===== config.mk =====
export PLATFORM = sky130hd
export DESIGN_NAME = stage_mem
export DESIGN_NICKNAME = d
export VERILOG_FILES = /design/src/rtl/stage_mem.sv
export SDC_FILE = /design/constraint.sdc
export NUM_CORES = 1
export LEC_CHECK = 0
export CORE_ASPECT_RATIO = 1.4
export CORE_MARGIN = 2
export CORE_UTILIZATION = 48
export CTS_CLUSTER_DIAMETER = 50
export DETAILED_ROUTE_END_ITERATION = 6
export GPL_ROUTABILITY_DRIVEN = 0
export PLACE_DENSITY = 0.89
export SKIP_CTS_REPAIR_TIMING = 1
export SLEW_MARGIN = 20
export SYNTH_ARGS = -nofsm -noshare
export SYNTH_HDL_FRONTEND = slang
export SYNTH_SLANG_ARGS = --single-unit

===== constraint.sdc =====
create_clock -name clk -period 5.1 [get_ports clk]
set_input_delay 0.765 -clock clk [delete_from_list [all_inputs] [get_ports clk]]
set_output_delay 0.765 -clock clk [all_outputs]
set_load 0.03 [all_outputs]

===== src/rtl/stage_mem.sv =====
// Memory-access pipeline stage: runs a req/ack data-memory transaction for loads and
// stores, aligns store data, extends load data and emits one writeback record per instruction.
module stage_mem #(
  parameter int unsigned WD_SIZE        = 32,
  parameter int unsigned INSTR_REG_SIZE = 5,
  parameter int unsigned FUNCT3_SIZE    = 3
) (
  input  logic                      clk,
  input  logic                      reset_n,
  input  logic [WD_SIZE-1:0]        alu_result_i,
  input  logic [WD_SIZE-1:0]        rs2_data_i,
  input  logic [INSTR_REG_SIZE-1:0] rd_i,
  input  logic                      ctrl_ld_i,
  input  logic                      ctrl_st_i,
  input  logic                      ctrl_reg_write_i,
  input  logic [FUNCT3_SIZE-1:0]    ctrl_mem_width_i,
  output logic                      stall_o,
  output logic                      mem_req_o,
  output logic                      mem_we_o,
  output logic [WD_SIZE-1:0]        mem_addr_o,
  output logic [WD_SIZE/8-1:0]      mem_be_o,
  output logic [WD_SIZE-1:0]        mem_wdata_o,
  input  logic                      mem_ack_i,
  input  logic [WD_SIZE-1:0]        mem_rdata_i,
  output logic [INSTR_REG_SIZE-1:0] rd_o,
  output logic                      ctrl_reg_write_o,
  output logic [WD_SIZE-1:0]        wb_data_o,
  output logic                      mem_err_o
);

  localparam int unsigned BE_W = WD_SIZE / 8;

  localparam logic [FUNCT3_SIZE-1:0] F3_B  = FUNCT3_SIZE'(0);
  localparam logic [FUNCT3_SIZE-1:0] F3_H  = FUNCT3_SIZE'(1);
  localparam logic [FUNCT3_SIZE-1:0] F3_W  = FUNCT3_SIZE'(2);
  localparam logic [FUNCT3_SIZE-1:0] F3_BU = FUNCT3_SIZE'(4);
  localparam logic [FUNCT3_SIZE-1:0] F3_HU = FUNCT3_SIZE'(5);

  typedef enum logic {IDLE, ACCESS} state_t;

  state_t state_q, state_d;

  // Request latched on entry to ACCESS
  logic [WD_SIZE-1:0]        addr_q;
  logic [1:0]                off_q;
  logic [FUNCT3_SIZE-1:0]    width_q;
  logic [INSTR_REG_SIZE-1:0] rd_q;
  logic                      we_q;
  logic [BE_W-1:0]           be_q;
  logic [WD_SIZE-1:0]        wdata_q;

  logic                      lat_en;
  logic [INSTR_REG_SIZE-1:0] rd_d;
  logic                      rw_d;
  logic [WD_SIZE-1:0]        wb_d;
  logic                      err_d;

  logic [1:0]                off;
  logic                      mem_op;
  logic                      width_ok;
  logic                      aligned;
  logic                      is_unsigned;
  logic                      legal;
  logic [BE_W-1:0]           be_new;
  logic [WD_SIZE-1:0]        wdata_new;
  logic [WD_SIZE-1:0]        rdata_shift;
  logic [WD_SIZE-1:0]        ld_data;

  // Decode width, alignment and legality of the incoming instruction
  always_comb begin
    off         = alu_result_i[1:0];
    mem_op      = ctrl_ld_i | ctrl_st_i;
    width_ok    = 1'b1;
    aligned     = 1'b1;
    is_unsigned = 1'b0;
    be_new      = '1;
    wdata_new   = rs2_data_i;
    case (ctrl_mem_width_i)
      F3_B, F3_BU: begin
        is_unsigned = (ctrl_mem_width_i == F3_BU);
        be_new      = BE_W'(1) << off;
        wdata_new   = {BE_W{rs2_data_i[7:0]}};
      end
      F3_H, F3_HU: begin
        is_unsigned = (ctrl_mem_width_i == F3_HU);
        aligned     = ~off[0];
        be_new      = BE_W'(3) << off;
        wdata_new   = {(BE_W/2){rs2_data_i[15:0]}};
      end
      F3_W: begin
        aligned = (off == 2'b00);
      end
      default: width_ok = 1'b0;
    endcase
    if (!ctrl_st_i) be_new = '1;
    legal = width_ok & aligned & ~(ctrl_ld_i & ctrl_st_i) & ~(ctrl_st_i & is_unsigned);
  end

  // Load data extraction from the latched lane offset
  always_comb begin
    rdata_shift = mem_rdata_i >> {off_q, 3'b000};
    case (width_q)
      F3_B:    ld_data = {{(WD_SIZE-8){rdata_shift[7]}}, rdata_shift[7:0]};
      F3_BU:   ld_data = {{(WD_SIZE-8){1'b0}}, rdata_shift[7:0]};
      F3_H:    ld_data = {{(WD_SIZE-16){rdata_shift[15]}}, rdata_shift[15:0]};
      F3_HU:   ld_data = {{(WD_SIZE-16){1'b0}}, rdata_shift[15:0]};
      default: ld_data = mem_rdata_i;
    endcase
  end

  always_ff @(posedge clk) begin
    if (!reset_n) state_q <= IDLE;
    else          state_q <= state_d;
  end

  // Next state, handshake outputs and next writeback record
  always_comb begin
    state_d   = state_q;
    stall_o   = 1'b0;
    mem_req_o = 1'b0;
    lat_en    = 1'b0;
    rd_d      = rd_o;
    rw_d      = 1'b0;
    wb_d      = wb_data_o;
    err_d     = 1'b0;
    case (state_q)
      IDLE: begin
        if (mem_op) begin
          if (legal) begin
            stall_o = 1'b1;
            lat_en  = 1'b1;
            state_d = ACCESS;
          end else begin
            err_d = 1'b1;
          end
        end else begin
          rd_d = rd_i;
          rw_d = ctrl_reg_write_i;
          wb_d = alu_result_i;
        end
      end
      ACCESS: begin
        mem_req_o = 1'b1;
        stall_o   = ~mem_ack_i;
        if (mem_ack_i) begin
          state_d = IDLE;
          rd_d    = rd_q;
          rw_d    = ~we_q;
          if (!we_q) wb_d = ld_data;
        end
      end
      default: state_d = IDLE;
    endcase
    if (!reset_n) begin
      stall_o   = 1'b0;
      mem_req_o = 1'b0;
    end
  end

  always_ff @(posedge clk) begin
    if (!reset_n) begin
      rd_o             <= '0;
      ctrl_reg_write_o <= 1'b0;
      wb_data_o        <= '0;
      mem_err_o        <= 1'b0;
      addr_q           <= '0;
      off_q            <= '0;
      width_q          <= '0;
      rd_q             <= '0;
      we_q             <= 1'b0;
      be_q             <= '0;
      wdata_q          <= '0;
    end else begin
      rd_o             <= rd_d;
      ctrl_reg_write_o <= rw_d;
      wb_data_o        <= wb_d;
      mem_err_o        <= err_d;
      if (lat_en) begin
        addr_q  <= {alu_result_i[WD_SIZE-1:2], 2'b00};
        off_q   <= off;
        width_q <= ctrl_mem_width_i;
        rd_q    <= rd_i;
        we_q    <= ctrl_st_i;
        be_q    <= be_new;
        wdata_q <= wdata_new;
      end
    end
  end

  assign mem_we_o    = we_q;
  assign mem_addr_o  = addr_q;
  assign mem_be_o    = be_q;
  assign mem_wdata_o = wdata_q;

endmodule

==> run summary <==
=================================================================================
Fin. max-slew vios                                                              0
Period Utilization, post-route                                              73.5%
Achievable frequency                                                      267 MHz
Final wirelength                                                         19300 µm
Die ar.                                                                 13200 µm²
Number of H-tree levels                                                         4
Detail-routed net length per standard cell                                18.2 µm
Number of cells traversed by the worst hold path                                2
Max Root-Sink Buffers                                                           2
Number of endpoints with negative hold slack in the final report                0
Final count of negative-setup-slack endpoints                                   0
Sequential cell area fraction in the yosys report                           39.8%
Number of cell instances on the worst register-to-register path                 5
Worst Path Class, Setup                                                    in2out
I/O pin count                                                                 220
Skew final                                                              0.0101 ns
Number of instances in the synthesized netlist                                722
TritonCTS clock tree                                                          yes
Clock-pin transition on the worst setup and hold timing paths             0.06 ns
Run status                                                           finished, final reports clean
Shortest period the worst path allows                                     3.75 ns
Core box area                                                           11900 µm²
Violation count after the first detailed-route iteration                      361
Number of global-route vias before repair                                    5695
Max stage delay cell, worst path                                           and3_4
Tightest Pin Transition                                                  0.989 ns
Synth Area per Inst                                                      8.16 µm²
Clk Latency, worst-skew pair                                              0.42 ns
Filler cell count in the final layout                                         879
Number of optimization iterations in the first detailed-route pass              5
Inserted Clock Buffers                                                         17
Most used flip-flop cell after synthesis                                  dfxtp_1
Port Buf Inserts                                                              217
Drt drc                                                                         0
Post-synthesis sequential element count                                       117
Total vias in the final route                                                6222
Critical path, cell by cell                                          clkdlybuf4s50_1 -> a21boi_1 -> mux2_2 -> and3_4 -> o21a_1 -> buf_4
Ranking of synthesized cells by area                                 dfxtp_1 40%, mux2i_1 15%, nand2_1 11%
Launch instance of the worst register-to-register path                    state_q
Register-to-register path setup slack                                     2.50 ns
Yosys top cell by area                                                    dfxtp_1
Die W                                                                     97.6 µm
Terminus of the critical flop-to-flop path                           wb_data_o[7]
Critical path's largest stage delay                                       0.63 ns
Arrival time of data at the critical path endpoint                        2.98 ns
Asr flop ratio synth                                                           0%
Setup Total Neg Slack                                                        0 ns
Leakage power                                                             3.09 nW
Ratio of cells with drive above 1 in the final layout                       6.46%
Count of flip-flops with a built-in enable after synthesis                      0
Number of library cell types mapped by synthesis                               42
Startpoint of the tightest hold check path                           mem_addr_o[20]
Global-route total usage across every layer                                 28.6%
Maximum fanout encountered on the critical timing path                         32
Headroom to the max-slew limit                                              33.7%
Worst Hold Endpoint                                                  mem_addr_o[20]
Final ANT Viol Nets                                                             0
Required @ worst endpoint                                                 4.34 ns
Most numerous cell in the Yosys netlist                                   nand2_1
Antenna violations before repair                                                0
Final core utilization                                                      72.5%
Clock tree root driver cell                                             clkbuf_16
Total power draw                                                          2.77 mW
Total power density per cell area                                      321 nW/µm²
Final hold slack                                                         0.454 ns
Aggregate global routing overflow                                               0
Global-route wire length before repair                                   30200 µm
Antenna diode count                                                             0
Maximum number of pins on one net before global-route repair                   64
Top cells by instance count after synthesis                          167 x nand2_1, 117 x dfxtp_1, 86 x mux2i_1
MaxCap Viol Count                                                               0
Layout Nets                                                                  1011
Largest delay share family, worst path                               buffers and inverters
Warning count from the yosys run                                                0
Total standard cell area after synthesis                                 5890 µm²
Initial cell density of the core                                            49.6%
CP Buf/Inv Count                                                                2
Worst min path class                                                      reg2reg
Endpoint type of the worst setup path                                 output port
Half-perimeter wire length after detailed placement                      13300 µm
Area growth, synth to finish                                                46.2%
VDD IR-drop max                                                        0.000227 V
Unrepaired setup endpoints after global routing                             false
Floorplan row count                                                            47
Startpoint types                                                     primary input
Clock Sink Count                                                              117
Area share of the largest cell type after synthesis                         39.8%
Die Span Y                                                                 135 µm
Via count normalized by instance count                                       5.86
=================================================================================
logic make-up (layout without fill, tap and decap cells):
family	count (synthesis)	in the layout	synth area share (%)
AND/OR/NAND/NOR	236	236	16.3
buffers and inverters	81	272	6.20
other	1	2	0.0637
flip-flops	117	117	39.8
AO/OA/AOI/OAI	198	198	22.2
multiplexers	89	89	15.4
placed cells by master (no fill, tap or decap), types with 3 or more instances in the layout:
cell type and n:
a211oi_1 15, a21oi_1 16, a21oi_2 9, a221oi_1 7
a311oi_1 11, a31oi_1 28, a32oi_1 16, a41oi_1 8
buf_4 14, clkbuf_16 17, clkdlybuf4s50_1 215, clkinv_4 3
dfxtp_1 117, inv_1 9, inv_6 5, mux2i_1 86
nand2_1 167, nand3b_1 9, nor2_1 44, nor2b_1 4
o2111ai_1 7, o21ai_0 55, o21ai_1 17
where the power goes:
part	switching (mW)	leakage (nW)	internal (mW)
Sequential	0.0315	0.955	0.969
Combinational	0.314	1.84	0.243
Clock	0.476	0.293	0.733
cell type report:
type / instances / area [µm²] / share of cell area (%)
inverters: 11 / 41.3 / 0.480
repair buffers: 229 / 2260 / 26.2
multi-input cells: 525 / 3190 / 37.1
flip-flops and latches: 117 / 2340 / 27.2
clock inverters: 15 / 170 / 1.98
clock buffers: 17 / 425 / 4.94
well taps: 147 / 184 / 2.14
flip-flops by register name (all words and copies together), names as in the netlist, 2 cells and up:
signal	flops
rd_q	5
mem_be_o	4
off_q	2
rd_o	5
wb_data_o	32
mem_wdata_o	32
width_q	3
mem_addr_o	30
metal layers:
metal	global-route usage (%)	routed length [µm]	vias up
met5	0	0	-
met2	49.8	9790	358
met4	13.2	731	0
li1	-	-	2931
met3	7.30	1690	49
met1	33.0	7110	2884
worst max path at each step:
stage                     cells past startpoint            start  endpoint
after detailed placement                      6        ctrl_ld_i   stall_o
after floorplan                               6  alu_result_i[0]   stall_o
after CTS                                     6        ctrl_ld_i   stall_o
after global placement                        6        ctrl_ld_i   stall_o
after global routing                          5        ctrl_st_i   stall_o
final                                         6        ctrl_ld_i   stall_o
tightest hold or removal path, stage by stage (launching register included):
cell	delay [ns]
dfxtp_1	0.31
nand2_1	0.05
mux2i_1	0.05
through the flow:
stage	cells	worst slack (ns)	instance area, µm²
after floorplan	723	2.36	5890
after global placement	1029	1.41	8020
after detailed placement	1029	1.38	8020
after CTS	1061	1.36	8610
after global routing	1061	1.28	8610
final	1061	1.35	8610
Power figures use the tool's default switching activity.
